File: src/rtl/door_motion_supervisor_if.sv
// Sensor inputs and motor/status outputs of the door motion supervisor.
// The master side drives the sensors; the slave side (the supervisor) drives the motor and status.
interface door_motion_supervisor_if;
   logic       req_open;
   logic       estop;
   logic       lim_open;
   logic       lim_closed;
   logic       obstruct;
   logic       fault_clr;
   logic       mot_open;
   logic       mot_close;
   logic [2:0] state;
   logic       fault;

   modport master (
      output req_open, estop, lim_open, lim_closed, obstruct, fault_clr,
      input  mot_open, mot_close, state, fault
   );

   modport slave (
      input  req_open, estop, lim_open, lim_closed, obstruct, fault_clr,
      output mot_open, mot_close, state, fault
   );
endinterface

File: src/rtl/door_motion_supervisor.sv
// Door sequencing FSM: converts requests, limits, obstruction and e-stop into exclusive
// open/close motor commands with dead time, auto-close hold, travel timeout and retry limit.
module door_motion_supervisor #(
   parameter int HOLD_CYCLES = 8,
   parameter int TRAVEL_MAX  = 16,
   parameter int DEADTIME    = 2,
   parameter int MAX_RETRY   = 3,
   parameter int CNT_W       = 8
) (
   input  logic                   clk,
   input  logic                   rst_n,
   input  logic                   ena,
   door_motion_supervisor_if.slave dif
);
   localparam int RETRY_W = (MAX_RETRY > 1) ? $clog2(MAX_RETRY) : 1;

   localparam logic [CNT_W-1:0]   DEAD_LAST   = CNT_W'(DEADTIME - 1);
   localparam logic [CNT_W-1:0]   HOLD_LAST   = CNT_W'(HOLD_CYCLES - 1);
   localparam logic [CNT_W-1:0]   TRAVEL_LAST = CNT_W'(TRAVEL_MAX - 1);
   localparam logic [RETRY_W-1:0] RETRY_LAST  = RETRY_W'(MAX_RETRY - 1);

   typedef enum logic [2:0] {
      CLOSED  = 3'd0,
      DEAD_O  = 3'd1,
      OPENING = 3'd2,
      HOLD    = 3'd3,
      DEAD_C  = 3'd4,
      CLOSING = 3'd5,
      FAULT   = 3'd6,
      ESTOP   = 3'd7
   } state_t;

   state_t             state_q, state_d;
   logic [CNT_W-1:0]   cnt_q, cnt_d;
   logic               cnt_clr;
   logic [RETRY_W-1:0] retry_q, retry_d;
   logic               mot_open_q, mot_close_q, fault_q;
   logic               lim_conflict, wake;

   assign lim_conflict = dif.lim_open & dif.lim_closed;
   assign wake         = dif.req_open | dif.obstruct;

   always_comb begin
      state_d = state_q;
      retry_d = retry_q;
      cnt_clr = 1'b0;
      if (dif.estop) begin
         state_d = ESTOP;
      end else begin
         case (state_q)
            CLOSED: begin
               if (dif.req_open) state_d = dif.lim_open ? HOLD : DEAD_O;
            end
            DEAD_O: begin
               if (cnt_q == DEAD_LAST) state_d = OPENING;
            end
            OPENING: begin
               // Reaching the limit on the last allowed cycle still counts as success.
               if (lim_conflict)               state_d = FAULT;
               else if (dif.lim_open)          state_d = HOLD;
               else if (cnt_q == TRAVEL_LAST)  state_d = FAULT;
            end
            HOLD: begin
               if (wake)                       cnt_clr = 1'b1;
               else if (cnt_q == HOLD_LAST)    state_d = DEAD_C;
            end
            DEAD_C: begin
               if (wake)                       state_d = HOLD;
               else if (cnt_q == DEAD_LAST)    state_d = CLOSING;
            end
            CLOSING: begin
               if (lim_conflict) begin
                  state_d = FAULT;
               end else if (dif.lim_closed) begin
                  state_d = CLOSED;
                  retry_d = '0;
               end else if (wake) begin
                  if (retry_q == RETRY_LAST) begin
                     state_d = FAULT;
                  end else begin
                     retry_d = retry_q + 1'b1;
                     state_d = DEAD_O;
                  end
               end else if (cnt_q == TRAVEL_LAST) begin
                  state_d = FAULT;
               end
            end
            FAULT: begin
               if (dif.fault_clr) begin
                  state_d = dif.lim_closed ? CLOSED : HOLD;
                  retry_d = '0;
               end
            end
            ESTOP: begin
               state_d = dif.lim_closed ? CLOSED : HOLD;
               retry_d = '0;
            end
            default: state_d = FAULT;
         endcase
      end

      // Saturate so a long idle period can never wrap back into a terminal count.
      if (cnt_clr || (state_d != state_q)) cnt_d = '0;
      else if (cnt_q != '1)                cnt_d = cnt_q + 1'b1;
      else                                 cnt_d = cnt_q;
   end

   always_ff @(posedge clk or negedge rst_n) begin
      if (!rst_n) begin
         state_q     <= CLOSED;
         cnt_q       <= '0;
         retry_q     <= '0;
         mot_open_q  <= 1'b0;
         mot_close_q <= 1'b0;
         fault_q     <= 1'b0;
      end else if (ena) begin
         state_q     <= state_d;
         cnt_q       <= cnt_d;
         retry_q     <= retry_d;
         mot_open_q  <= (state_d == OPENING);
         mot_close_q <= (state_d == CLOSING);
         fault_q     <= (state_d == FAULT);
      end
   end

   assign dif.state     = state_q;
   assign dif.mot_open  = mot_open_q;
   assign dif.mot_close = mot_close_q;
   assign dif.fault     = fault_q;
endmodule

File: src/flat_wrapper.sv
// flat-port wrapper written by rule: the top's interface ports become plain ports
module door_motion_supervisor_flat 
#(
   parameter int HOLD_CYCLES = 8,
   parameter int TRAVEL_MAX  = 16,
   parameter int DEADTIME    = 2,
   parameter int MAX_RETRY   = 3,
   parameter int CNT_W       = 8
)
  (clk, rst_n, ena, dif_req_open, dif_estop, dif_lim_open, dif_lim_closed, dif_obstruct, dif_fault_clr, dif_mot_open, dif_mot_close, dif_state, dif_fault);
  door_motion_supervisor_if dif_i ();
  input  logic clk;
  input  logic rst_n;
  input  logic ena;
  input wire logic [$bits(dif_i.req_open)-1:0] dif_req_open;
  input wire logic [$bits(dif_i.estop)-1:0] dif_estop;
  input wire logic [$bits(dif_i.lim_open)-1:0] dif_lim_open;
  input wire logic [$bits(dif_i.lim_closed)-1:0] dif_lim_closed;
  input wire logic [$bits(dif_i.obstruct)-1:0] dif_obstruct;
  input wire logic [$bits(dif_i.fault_clr)-1:0] dif_fault_clr;
  output wire logic [$bits(dif_i.mot_open)-1:0] dif_mot_open;
  output wire logic [$bits(dif_i.mot_close)-1:0] dif_mot_close;
  output wire logic [$bits(dif_i.state)-1:0] dif_state;
  output wire logic [$bits(dif_i.fault)-1:0] dif_fault;
  assign dif_i.req_open = dif_req_open;
  assign dif_i.estop = dif_estop;
  assign dif_i.lim_open = dif_lim_open;
  assign dif_i.lim_closed = dif_lim_closed;
  assign dif_i.obstruct = dif_obstruct;
  assign dif_i.fault_clr = dif_fault_clr;
  assign dif_mot_open = dif_i.mot_open;
  assign dif_mot_close = dif_i.mot_close;
  assign dif_state = dif_i.state;
  assign dif_fault = dif_i.fault;
  door_motion_supervisor #(.HOLD_CYCLES(HOLD_CYCLES), .TRAVEL_MAX(TRAVEL_MAX), .DEADTIME(DEADTIME), .MAX_RETRY(MAX_RETRY), .CNT_W(CNT_W)) u_core (.clk(clk), .rst_n(rst_n), .ena(ena), .dif(dif_i));
endmodule
File: config.mk
export PLATFORM = sky130hd
export DESIGN_NAME = door_motion_supervisor_flat
export DESIGN_NICKNAME = d
export VERILOG_FILES = /design/src/rtl/door_motion_supervisor_if.sv /design/src/rtl/door_motion_supervisor.sv /design/src/flat_wrapper.sv
export SDC_FILE = /design/constraint.sdc
export NUM_CORES = 1
export LEC_CHECK = 0
export BUFFER_PORTS_ARGS = -buffer_cell sky130_fd_sc_hd__buf_2
export CORE_MARGIN = 1.5
export CORE_UTILIZATION = 50
export CTS_CLUSTER_SIZE = 16
export DETAILED_ROUTE_END_ITERATION = 8
export PLACE_DENSITY = 0.76
export SETUP_SLACK_MARGIN = 0.5
export SYNTH_ARGS = -nofsm -noshare
export SYNTH_HDL_FRONTEND = slang
export SYNTH_SLANG_ARGS = --single-unit
File: constraint.sdc
create_clock -name clk -period 5.1 [get_ports clk]
set_input_delay 0.255 -clock clk [delete_from_list [all_inputs] [get_ports clk]]
set_output_delay 0.255 -clock clk [all_outputs]
set_load 0.02 [all_outputs]
==> results by group <==
STA
  – Slew @ Worst Pin: 0.610 ns
  – Unrepaired setup endpoints after global routing: false
  – Setup TNS: 0 ns
  – Rel. slew slack: 58.7%
  – Setup-failing EPs final: 0
  – Final period utilization: 57.9%
  – Final hold violation count: 0
  – Max Slew Vio Count: 0
  – Fmax: 338 MHz
  – Worst Skew: 0.0155 ns
  – Final Critical Period: 2.96 ns

GRT
  – Met1 Track Usage GR: 33.9%
  – Grt total ovfl: 0
  – Initial antenna violation count: 0
  – Busiest grt layer: met2
  – Met3 Usage GRT: between 1.5 and 2%
  – First-pass GRT wire length: 4.72 mm
  – Vias in the first global route: 1,034
  – Largest net degree at the start of global routing: 20
  – Met2 GRT Util: 34.0%
  – GR Util All Layers: 23.2%

Critical path
  – Crit path kind: register to register
  – WP data arrival: approximately 3.2 ns
  – Startpoint types: register
  – CP Data Required Time: ~5.3 ns
  – Crit-path max FO: 8
  – Reg2reg path depth: 7
  – CP Capture Type: register

Layout
  – Most frequent cells in the layout: 16 x dfrtp_1, 14 x buf_2, 13 x nand2_1
  – FILL cells: 203
  – Multi-input gate area: 766 µm²
  – N_diodes: 0
  – Area grow syn2layout: 6.56%
  – Commonest non-fill, non-tap cell in the layout: dfrtp_1
  – Final Instance Area: 1340 µm²
  – # nets final: 170
  – Register area: 400 µm²
  – Share of layout cells above drive strength 1: 19.2%

Floorplanning
  – Die area: 2830 µm²
  – Die height: 53.2 µm
  – Core area: 2300 µm²
  – Initial core utilization: 54.8%
  – Boundary pin count: 15
  – Row cnt: 17
  – Die X-Extent: 53.2 µm

Synth
  – Synth area leaders: dfrtp_1 32%, a21oi_1 4.8%, nand2_1 3.9%
  – Main synth FF type: dfrtp_1
  – Post-synth ARST share: 100%
  – Total number of yosys warnings: 0
  – Synth unique cells: between 50 and 60
  – Post-synth top area share: 31.8%
  – Avg Inst Size Synth: 8.74 µm²
  – Syn nets: about 160
  – Seq/Total Area, Yosys: 31.8%
  – Yosys reg bits: 16
  – Synthesized area: 1260 µm²
  – Cells after Synth: approximately 140
  – Post-synth EDFFs: 0
  – Top cell type by total area after synthesis: dfrtp_1

Power and ir drop
  – Total Power: 0.000397 W
  – Worst vdd ir: 0.000238 V
  – Leakage: between 0.5 and 0.6 nW
  – Power density over the cells: about 300 nW/µm²

Drt
  – Vias per cell: 6.35
  – # DRC: 0
  – Vias: around 1,200
  – Iteration-0 DRC count of the detailed router: 60
  – WL/cell: 15.6 µm
  – First-pass detailed-route iteration total: 4
  – Routed Antenna Nets: 0
  – WL final: 2.87 mm

Clock tree
  – CTS Hold Bufs: 1
  – H-tree depth: 1
  – Clock transition at path regs: around 0.10 ns
  – Clk Tree Root Cell: clkbuf_4
  – Post-CTS resize count: 0
  – CTS Buffer Depth: 2
  – Worst-Skew Late Latency: 0.30 ns
  – CTS tree: built
  – CTS sink count: 16
  – Setup bufs post-CTS: 0
  – Num CTS Buffers: 3

Place
  – Placer congestion estimate: ~0.94
  – Final HPWL DP: 2.10 mm
  – Area post-placement: about 1300 µm²
  – Port buffer count: 14

Worst hold path
  – Hold depth: 2
  – Worst Hold Class: primary input to register

Run
  – Max-Cap Viols: 0

Run status
  – Run status: complete, no violations
## cell type report
cell class / instances / share of cell area [%]
clock buffer: 3 / 1.68
inverter: 10 / 2.80
multi-input combinational: 112 / 57.1
sequential: 16 / 29.9
tap: 28 / 2.61
timing repair buffer: 15 / 5.97
## final timing paths
kind                                      start              endpoint  slack [ns]
setup / recovery                u_core.cnt_q[5]       u_core.cnt_q[1]        2.14
hold / removal                              ena       u_core.cnt_q[6]        0.34
setup reg to reg                u_core.cnt_q[5]       u_core.cnt_q[1]        2.14
hold reg to reg            u_core.dif.mot_close  u_core.dif.mot_close        0.49
max in group asynchronous                 rst_n     u_core.retry_q[1]        4.42
min in group asynchronous                 rst_n       u_core.cnt_q[5]        0.39
## power breakdown
group / switching [W] / total [W] / internal [W] / leakage [nW]
clock: 0.0000421 / 0.0000696 / 0.0000275 / 0.0138
combinational: 0.0000927 / 0.000157 / 0.0000644 / 0.347
sequential: 0.0000274 / 0.000170 / 0.000143 / 0.211
total: 0.000162 / 0.000397 / 0.000235 / 0.572
## synthesized netlist by cell type (2+ instances only)
cell / count
dfrtp_1: 16
nand2_1: 13
a21oi_1: 12
inv_1: 9
nand3_1: 9
nor2_1: 8
a31oi_1: 5
o21ai_0: 5
and3_1: 4
o211ai_1: 4
ha_1: 3
nor2b_1: 3
nor4_1: 3
o22ai_1: 3
o31ai_1: 3
or2_2: 3
clkbuf_8: 2
nand4_1: 2
nor3_1: 2
o21bai_1: 2
## cell families after synthesis
group                    after synthesis  synth area share [%]
flip-flops                            16                  31.8
multiplexers                           1                 0.795
buffers and inverters                 16                  7.36
AO/OA/AOI/OAI                         46                  25.4
adder cells (fa/ha/maj)                3                  2.98
XOR/XNOR                               2                  2.88
AND/OR/NAND/NOR                       60                  28.7
## metrics by stage
stage | hold slack [ns] | util [%] | instances | worst slack, ns
2_1_floorplan | -0.0406 | - | 144 | 2.42
3_3_place_gp | 0.185 | 57.0 | 180 | 2.26
3_5_place_dp | 0.195 | 57.0 | 180 | 2.19
4_1_cts | 0.355 | 58.4 | 184 | 2.16
5_1_grt | 0.375 | 58.4 | 184 | 1.99
6_report | 0.345 | 58.4 | 184 | 2.14
## per-layer routing
metal  wire (µm)  share of wire (%)  up-vias
met2        1330                 46       50
met5           0                  0        -
li1            -                  -      571
met4          50                1.7        0
met3         186                6.5        5
met1        1310                 46      543
## sequential cells by signal, indices dropped and copies added (netlist names)
register / cells
u_core.cnt_q: 8
u_core.dif.fault: 1
u_core.dif.mot_close: 1
u_core.dif.mot_open: 1
u_core.dif.state: 3
u_core.retry_q: 2
## critical path, stage by stage, from the launching register on
cell     delay [ns]
dfrtp_1        0.46
or4_4          0.60
or4b_4         0.56
a21oi_1        0.25
and4b_1        0.42
xor2_4         0.26
nand2_1        0.14
o22ai_1        0.19
Note: power is estimated with default switching activity, not from simulation.
